--- src/rtl/div_pkg.sv ---
// Shared definitions for the 8-bit sequential restoring divider.
// Optional build macro used by the divider: DIV_ZERO_SHORTCUT_EN.
`timescale 1ns/1ps
package div_pkg;

  localparam int DIV_W      = 8;
  localparam int ITER_CNT_W = 4;

  typedef enum logic [1:0] {
    IDLE = 2'd0,
    RUN  = 2'd1,
    DONE = 2'd2
  } state_e;

endpackage

--- src/rtl/div_trial_sub.sv ---
// Trial subtraction for one restoring-division step:
// 9-bit partial remainder minus 8-bit divisor, with borrow-out.
`timescale 1ns/1ps
module div_trial_sub
  import div_pkg::*;
(
  input  logic [DIV_W:0]   minuend_i,
  input  logic [DIV_W-1:0] subtrahend_i,
  output logic [DIV_W:0]   diff_o,
  output logic             borrow_o
);

  logic [DIV_W+1:0] full;

  // One extra bit on top catches the borrow when subtrahend > minuend.
  assign full     = {1'b0, minuend_i} - {2'b00, subtrahend_i};
  assign diff_o   = full[DIV_W:0];
  assign borrow_o = full[DIV_W+1];

endmodule

--- src/rtl/seq_div_8_bit.sv ---
// 8-bit unsigned sequential restoring divider, one quotient bit per clock.
// Fixed 8-step RUN phase; results registered on entry to the one-cycle DONE.
// Build macro DIV_ZERO_SHORTCUT_EN: when defined, a zero divisor skips RUN
// and raises div_by_zero; when undefined, it runs the normal 8 steps
// (which naturally produce 8'hFF / dividend) and div_by_zero stays 0.
`timescale 1ns/1ps
module seq_div_8_bit
  import div_pkg::*;
(
  input  logic             clk,
  input  logic             rst_n,
  input  logic             start,
  input  logic [DIV_W-1:0] dividend,
  input  logic [DIV_W-1:0] divisor,
  output logic             busy,
  output logic             done,
  output logic [DIV_W-1:0] quotient,
  output logic [DIV_W-1:0] remainder,
  output logic             div_by_zero
);

  localparam logic [ITER_CNT_W-1:0] LAST_STEP = ITER_CNT_W'(DIV_W - 1);

  state_e                state_q;
  logic [ITER_CNT_W-1:0] cnt_q;
  logic [DIV_W:0]        rem_q;   // partial remainder
  logic [DIV_W-1:0]      dvd_q;   // dividend bits shift out, quotient bits shift in
  logic [DIV_W-1:0]      dsr_q;   // captured divisor
  logic [DIV_W-1:0]      quo_q;
  logic [DIV_W-1:0]      rmd_q;
  logic                  busy_q;
  logic                  done_q;

  logic [DIV_W:0]        shifted;
  logic [DIV_W:0]        diff;
  logic                  borrow;
  logic [DIV_W:0]        rem_d;
  logic [DIV_W-1:0]      dvd_d;

  // The partial remainder is always below the divisor after a step, so its
  // top bit is dropped by the left shift; tie it off to a named sink.
  logic                  unused_rem_msb;
  assign unused_rem_msb = rem_q[DIV_W];

  assign shifted = {rem_q[DIV_W-1:0], dvd_q[DIV_W-1]};

  div_trial_sub u_trial_sub (
    .minuend_i    (shifted),
    .subtrahend_i (dsr_q),
    .diff_o       (diff),
    .borrow_o     (borrow)
  );

  // Next step values: keep the difference on no-borrow, otherwise restore.
  always_comb begin
    rem_d = borrow ? shifted : diff;
    dvd_d = {dvd_q[DIV_W-2:0], ~borrow};
  end

`ifdef DIV_ZERO_SHORTCUT_EN
  logic dbz_q;
  assign div_by_zero = dbz_q;
`else
  assign div_by_zero = 1'b0;
`endif

  // Control FSM plus datapath registers; all outputs are registered here.
  always_ff @(posedge clk or negedge rst_n) begin
    if (!rst_n) begin
      state_q <= IDLE;
      cnt_q   <= '0;
      rem_q   <= '0;
      dvd_q   <= '0;
      dsr_q   <= '0;
      quo_q   <= '0;
      rmd_q   <= '0;
      busy_q  <= 1'b0;
      done_q  <= 1'b0;
`ifdef DIV_ZERO_SHORTCUT_EN
      dbz_q   <= 1'b0;
`endif
    end else begin
      done_q <= 1'b0;
      case (state_q)
        IDLE: begin
          if (start) begin
            dvd_q  <= dividend;
            dsr_q  <= divisor;
            rem_q  <= '0;
            cnt_q  <= '0;
            busy_q <= 1'b1;
`ifdef DIV_ZERO_SHORTCUT_EN
            if (divisor == '0) begin
              state_q <= DONE;
              done_q  <= 1'b1;
              quo_q   <= '1;
              rmd_q   <= dividend;
              dbz_q   <= 1'b1;
            end else begin
              state_q <= RUN;
            end
`else
            state_q <= RUN;
`endif
          end
        end
        RUN: begin
          rem_q <= rem_d;
          dvd_q <= dvd_d;
          cnt_q <= cnt_q + ITER_CNT_W'(1);
          if (cnt_q == LAST_STEP) begin
            state_q <= DONE;
            done_q  <= 1'b1;
            quo_q   <= dvd_d;
            rmd_q   <= rem_d[DIV_W-1:0];
`ifdef DIV_ZERO_SHORTCUT_EN
            dbz_q   <= 1'b0;
`endif
          end
        end
        DONE: begin
          state_q <= IDLE;
          busy_q  <= 1'b0;
        end
        default: begin
          state_q <= IDLE;
          busy_q  <= 1'b0;
        end
      endcase
    end
  end

  assign busy      = busy_q;
  assign done      = done_q;
  assign quotient  = quo_q;
  assign remainder = rmd_q;

endmodule

--- config.mk ---
export PLATFORM = sky130hd
export DESIGN_NAME = seq_div_8_bit
export DESIGN_NICKNAME = d
export VERILOG_FILES = /design/src/rtl/div_pkg.sv /design/src/rtl/div_trial_sub.sv /design/src/rtl/seq_div_8_bit.sv
export SDC_FILE = /design/constraint.sdc
export NUM_CORES = 1
export LEC_CHECK = 0
export BUFFER_PORTS_ARGS = -buffer_cell sky130_fd_sc_hd__buf_2
export CAP_MARGIN = 20
export CORE_ASPECT_RATIO = 0.8
export CORE_MARGIN = 10
export CORE_UTILIZATION = 30
export DETAILED_ROUTE_END_ITERATION = 16
export PLACE_DENSITY = 0.49
export SLEW_MARGIN = 10
export SYNTH_ARGS = -nofsm -noshare
export SYNTH_HDL_FRONTEND = slang
export SYNTH_SLANG_ARGS = --single-unit
--- constraint.sdc ---
create_clock -name clk -period 2.2 [get_ports clk]
set_input_delay 0.55 -clock clk [delete_from_list [all_inputs] [get_ports clk]]
set_output_delay 0.55 -clock clk [all_outputs]
set_load 0.05 [all_outputs]
=== After elaboration in Yosys (flattened, before gate mapping) ===
Index checks and enable logic that the tools add are counted.

* Add/sub/neg operators: 2
* Equal/unequal tests: 4
* Mux-type cells: 14
* Bitwise gates (word level): 2
* Reductions and logical operators: 7

{| class="wikitable"
|+ Operators with widths
! kind !! count
|-
| one-hot mux 8 bit (2 select lines) || 2
|-
| two-way mux 8 bit || 3
|-
| AND reduction 2 bit || 5
|-
| subtractor 9 x 8 -> 10 bit || 1
|-
| one-hot mux 4 bit (2 select lines) || 1
|-
| adder 4 x 1 -> 4 bit (second input constant) || 1
|-
| == test 4 x 3 -> 1 bit (second input constant) || 1
|-
| two-way mux 2 bit || 2
|-
| two-way mux 4 bit || 1
|-
| inequality test 2 bit (second input constant) || 2
|-
| one-hot mux 2 bit (2 select lines) || 1
|-
| two-way mux 1 bit || 3
|-
| == test 2 x 1 -> 1 bit (second input constant) || 1
|-
| logical NOT 2 bit || 1
|-
| inverter 1 bit || 2
|-
| one-hot mux 1 bit (2 select lines) || 1
|-
| nonzero test 2 bit || 1
|}

* Bits in registers: 48
* Input bits: 19
* Logic and storage cells: 38

=== Longest topological paths before layout ===
* Depth in word-level cells: 3
* Mapped depth: 9

=== Hierarchy ===
A second synthesis with hierarchy kept.

* Cells, all modules: 211
* Area total of the unflattened synthesis: 2462.4 µm²

{| class="wikitable"
|+ By module, submodules not included
! module !! times used !! cells an instance !! area an instance (µm²) !! seq. area each (µm²)
|-
| seq_div_8_bit || 1 || 154 || 2074.5 || 1201.2
|-
| div_trial_sub || 1 || 57 || 387.9 || 0.0
|}

=== Worst setup path before layout ===
Ideal clock, no wire load.

* Path type: flip-flop to flip-flop
* Start point: reg rem_q[4]
* End point: reg rmd_q[3], in the netlist remainder[3]
* Setup time: 0.131 ns
* Arrival time: 1.822 ns
* Setup slack: 0.246 ns
* Cell stages (with the launch flop): 9
* Period minus slack after synthesis: 1.954 ns
* Cell sequence: dfrtp_1 > ha_1 > buf_4 > nand4_1 > a2111oi_4 > or2_1 > buf_6 > mux2i_1 > o21ai_1

* Cells in the longest elaborated chain, start to end: 2

{| class="wikitable"
|+ RTL lines
! what !! line !! source
|-
| from (decl) || seq_div_8_bit.sv:26 || <nowiki>logic [DIV_W:0] rem_q;</nowiki>
|-
| from (signal assigned) || seq_div_8_bit.sv:108 || <nowiki>rem_q <= rem_d;</nowiki>
|-
| subtractor 9 x 8 -> 10 bit || div_trial_sub.sv:16 || <nowiki>assign full = {1'b0, minuend_i} - {2'b00, subtrahend_i};</nowiki>
|-
| two-way mux 8 bit || seq_div_8_bit.sv:56 || <nowiki>rem_d = borrow ? shifted : diff;</nowiki>
|-
| to (signal assigned) || seq_div_8_bit.sv:115 || <nowiki>rmd_q <= rem_d[DIV_W-1:0];</nowiki>
|-
| to (decl) || seq_div_8_bit.sv:30 || <nowiki>logic [DIV_W-1:0] rmd_q;</nowiki>
|}

Every way passes these cells.
A chain may end at the register's enable or synchronous reset.

=== Final worst setup path ===
* Start point: reg dvd_q[7]
* End point: reg rmd_q[6], in the netlist remainder[6]

* Cells in the longest elaborated chain, start to end: 2

{| class="wikitable"
|+ RTL lines
! what !! line !! source
|-
| from (decl) || seq_div_8_bit.sv:27 || <nowiki>logic [DIV_W-1:0] dvd_q;</nowiki>
|-
| from (signal assigned) || seq_div_8_bit.sv:87 || <nowiki>dvd_q <= dividend;</nowiki>
|-
| from (signal assigned) || seq_div_8_bit.sv:109 || <nowiki>dvd_q <= dvd_d;</nowiki>
|-
| subtractor 9 x 8 -> 10 bit || div_trial_sub.sv:16 ||
|-
| two-way mux 8 bit || seq_div_8_bit.sv:56 ||
|}

Every way passes these cells.

==> results.txt <==
----------------------------------------------------
[Status]
  Run status ... finished clean

[Logic synthesis]
  Fraction of the mapped netlist area in compound gates ... approximately a fifth
  Synthesized instance count ... between 200 and 300
  Fraction of the yosys area taken by sequential cells ... ~49%
  Synthesized-area fraction occupied by adder cells ... around 5.4%
  Number of unique standard cell types used by synthesis ... about 40
  Per-instance average area after synthesis ... between 9 and 10 um2
  Flip-flop and latch count after synthesis ... 48
  Async set-reset flop share out of synthesis ... between 90% and 100%
  Post-synthesis share of cell area spent on and, or, nand and nor gates ... between 10% and 20%
  Combined area of all synthesized cells ... about 2400 um2
  Syn Nets ... roughly 290
  Share of cell area taken by muxes after synthesis ... roughly 1.6%
  Most instantiated flip-flop cell in the synthesis netlist ... sky130_fd_sc_hd__dfrtp_1
  EDFF count, synth ... 0
  Main combinational cell family by area after synthesis ... compound AO/OA/AOI/OAI gates
  Number of warning messages in the yosys log ... 0
  XOR/XNOR Fraction of Synth Area ... 1.437%

[Detailed routing]
  Detail Route Antenna Nets ... 0
  DR vias ... roughly 1900
  Starting DRC count in detailed routing ... 83
  Aggregate routed wire length ... between 6 and 7 mm
  First drt pass iteration count ... 4
  Wire length per cell ... around 14 um
  Via/cell ratio ... between 4 and 5
  DRC ... 0

[Global route]
  Antenna violations before repair ... 0
  First-pass GRT wire length ... 10.58 mm
  Maximum number of pins on one net before global-route repair ... 49
  Number of global-route vias before repair ... about 2000
  Total Routing Usage GR ... approximately 11%
  Total gr overflow ... 0

[Floorplanning]
  Die W ... between 100 and 150 um
  Total die area ... 12160 um2
  Placeable core region ... just under 8000 um2
  Initial core utilization ... a little under a third
  I/O pins ... 38
  Std cell rows ... 29
  Die Span Y ... 100.6 um

[Clock network]
  TritonCTS Buffers ... 5
  CTS sink count ... between 40 and 50
  Number of buffers inserted for hold repair after clock tree synthesis ... 0
  Clk_lat worst skew ... 0.30 ns
  Clock tree from TritonCTS ... yes
  Clock root buffer master ... sky130_fd_sc_hd__clkbuf_8
  Maximum number of buffers from clock root to sink ... 2
  Depth of the CTS H-tree ... 2
  Clock-pin slew of the registers on the worst-case setup and hold paths ... about 0.09 ns

[Timing]
  Clock period minus worst slack ... about 2 ns
  Skew final ... about 0.0085 ns
  Count of endpoints failing hold in the final timing report ... 0
  Setup repair after global routing missed its margin ... no
  Transition at the pin with the smallest max-transition slack ... roughly 0.62 ns
  Worst relative slew slack ... between 50 and 60%
  Highest attainable clock frequency ... 488.1 MHz
  Number of max-slew violations in the final report ... 0
  Tcrit/Tclk final ... 93.12%
  Final setup violating endpoints ... 0

[Setup path]
  Worst setup path startpoint ... dvd_q[7]$_DFFE_PN0P_
  Critical path capture point ... remainder[6]$_DFFE_PN0P_
  Critical path startpoint category ... flip-flop
  Worst-path fanout max ... 3
  Kind of end point of the critical path ... flip-flop
  Depth of the worst register-to-register path ... 9
  Required time at the worst-slack endpoint ... ~2.4 ns
  Classification of the worst setup path ... reg2reg
  Reg-to-reg endpoint ... remainder[6]$_DFFE_PN0P_
  Arrival time at the worst endpoint ... ~2.2 ns
  Worst reg2reg setup slack ... approximately 0.15 ns
  Startpoint of the most critical register-to-register path ... dvd_q[7]$_DFFE_PN0P_

[Place]
  Post-detail-place hpwl ... between 4 and 5 mm
  # placed instances ... roughly 420
  Area of placed instances ... around 2800 um2
  Global placer's final weighted congestion ... ~0.80
  Count of port buffers added during placement ... 36

[Finish]
  Cell area after layout ... 3009 um2
  Number of nets in the layout ... 345
  Sequential cell area ... about 1200 um2
  Fraction of layout instances using a drive strength above 1 ... roughly a quarter
  Number of fill cells ... around 850
  Most used cells in the layout excluding fill and tap cells ... 55 x sky130_fd_sc_hd__nand2_1, 48 x sky130_fd_sc_hd__dfrtp_1, 36 x sky130_fd_sc_hd__buf_2
  Final std cells w/o fill ... approximately 430
  Antenna fix cells ... 0
  Most common library cell in the layout ignoring fill and taps ... sky130_fd_sc_hd__nand2_1
  Area overhead of the layout relative to synthesis ... 23.40%
  Total area of multi-input combinational cells ... 1141 um2

[Job]
  Reported max-cap violation count ... 0

[Worst hold path]
  Worst min path class ... in2async

----------------------------------------------------
-- repair_timing --
item                                    CTS  global route
hold endpoints to repair                  0             0
endpoints found under the setup margin    8            15
buffers inserted                          0             2
pin swaps                                 0             3
resized for setup                         3            10
-- Yosys cell counts (all sizes together), types with 2 or more instances --
library cell / instances / share of area (%)
buf: 7 / 2.2
a2bb2oi: 3 / 1.1
nor2: 8 / 1.2
mux2i: 4 / 1.6
a31oi: 2 / 0.51
nand2: 55 / 8.5
xor2: 2 / 0.72
nor3b: 3 / 0.92
ha: 9 / 4.6
dfrtp: 48 / 49
nand3: 2 / 0.41
clkbuf: 8 / 1.3
a22oi: 7 / 2.2
nand2b: 3 / 0.77
o31ai: 2 / 0.62
or2: 2 / 0.51
a211oi: 3 / 0.92
nor2b: 10 / 2.6
inv: 14 / 2.2
xnor2: 2 / 0.72
o21ai: 42 / 8.6
nand4: 2 / 0.51
a21oi: 13 / 3.1
-- final cells by class --
| type | count | area share, % |
|---|---|---|
| Inverter | 15 | 1.871 |
| Sequential cell | 48 | 39.92 |
| Tap cell | 108 | 4.491 |
| Clock buffer | 6 | 2.412 |
| Clock inverter | 2 | 1.164 |
| Timing Repair Buffer | 61 | 12.22 |
| Multi-Input combinational cell | 185 | 37.92 |
-- stage by stage --
step | setup TNS, ns | setup slack, ns | hold slack [ns] | utilization [%]
detailed placement | -0.06295 | -0.01899 | 0.4569 | 35.94
finish | 0 | 0.1514 | 0.3378 | 38.04
CTS | 0 | 0.03562 | 0.3691 | 37.44
global route | 0 | 0.008454 | 0.4014 | 38.04
global placement | -0.03676 | -0.02040 | 0.4524 | 35.94
floorplan | 0 | 0.2462 | 0.2544 | -
-- registers in the layout, indices dropped and copies added, names as in the netlist --
register   count
state_q        2
busy           1
cnt_q          4
dvd_q          8
done           1
dsr_q          8
quotient       8
remainder      8
rem_q          8
-- layer usage --
metal  up-vias  wire length, um  part of all wire [%]  GRT usage, %
met1       877             3271                    53         15.11
met3         5              296                   4.8         3.024
met4         0               68                   1.1         3.333
met2        35             2498                    41         15.37
li1       1003                -                     -             -
met5         -                0                     0             0
-- critical path, cell delays in order, from the launching register on --
cell and delay [ns]:
sky130_fd_sc_hd__dfrtp_1 0.41, sky130_fd_sc_hd__inv_2 0.07, sky130_fd_sc_hd__ha_1 0.15, sky130_fd_sc_hd__inv_1 0.06, sky130_fd_sc_hd__fa_2 0.39, sky130_fd_sc_hd__a211oi_4 0.30
sky130_fd_sc_hd__or4b_1 0.15, sky130_fd_sc_hd__o2111ai_1 0.13, sky130_fd_sc_hd__mux2i_1 0.21, sky130_fd_sc_hd__o21ai_1 0.08
-- worst min path at each step --
stage / slack (ns) / to / cells past startpoint
after floorplan: 0.25 / busy$_DFFE_PN0P_ / 0
after global placement: 0.45 / quotient[7]$_DFFE_PN0P_ / 2
after detailed placement: 0.46 / quotient[5]$_DFFE_PN0P_ / 2
after CTS: 0.37 / busy$_DFFE_PN0P_ / 2
after global routing: 0.40 / cnt_q[1]$_DFFE_PN0P_ / 2
final: 0.34 / dsr_q[0]$_DFFE_PN0P_ / 2
-- cell families (layout without fill, tap and decap cells) --
| group | Yosys count | after routing |
|---|---|---|
| flops | 48 | 48 |
| mux | 4 | 4 |
| xor+xnor | 4 | 4 |
| buf+inv | 30 | 84 |
| simple gates | 88 | 88 |
| fa+ha+maj | 10 | 10 |
| compound gates | 78 | 78 |
| other cells | 1 | 1 |
Power is left out: the tool's default activity adds up to more than one toggle a clock period on the data nets, which glitch-free logic cannot reach.
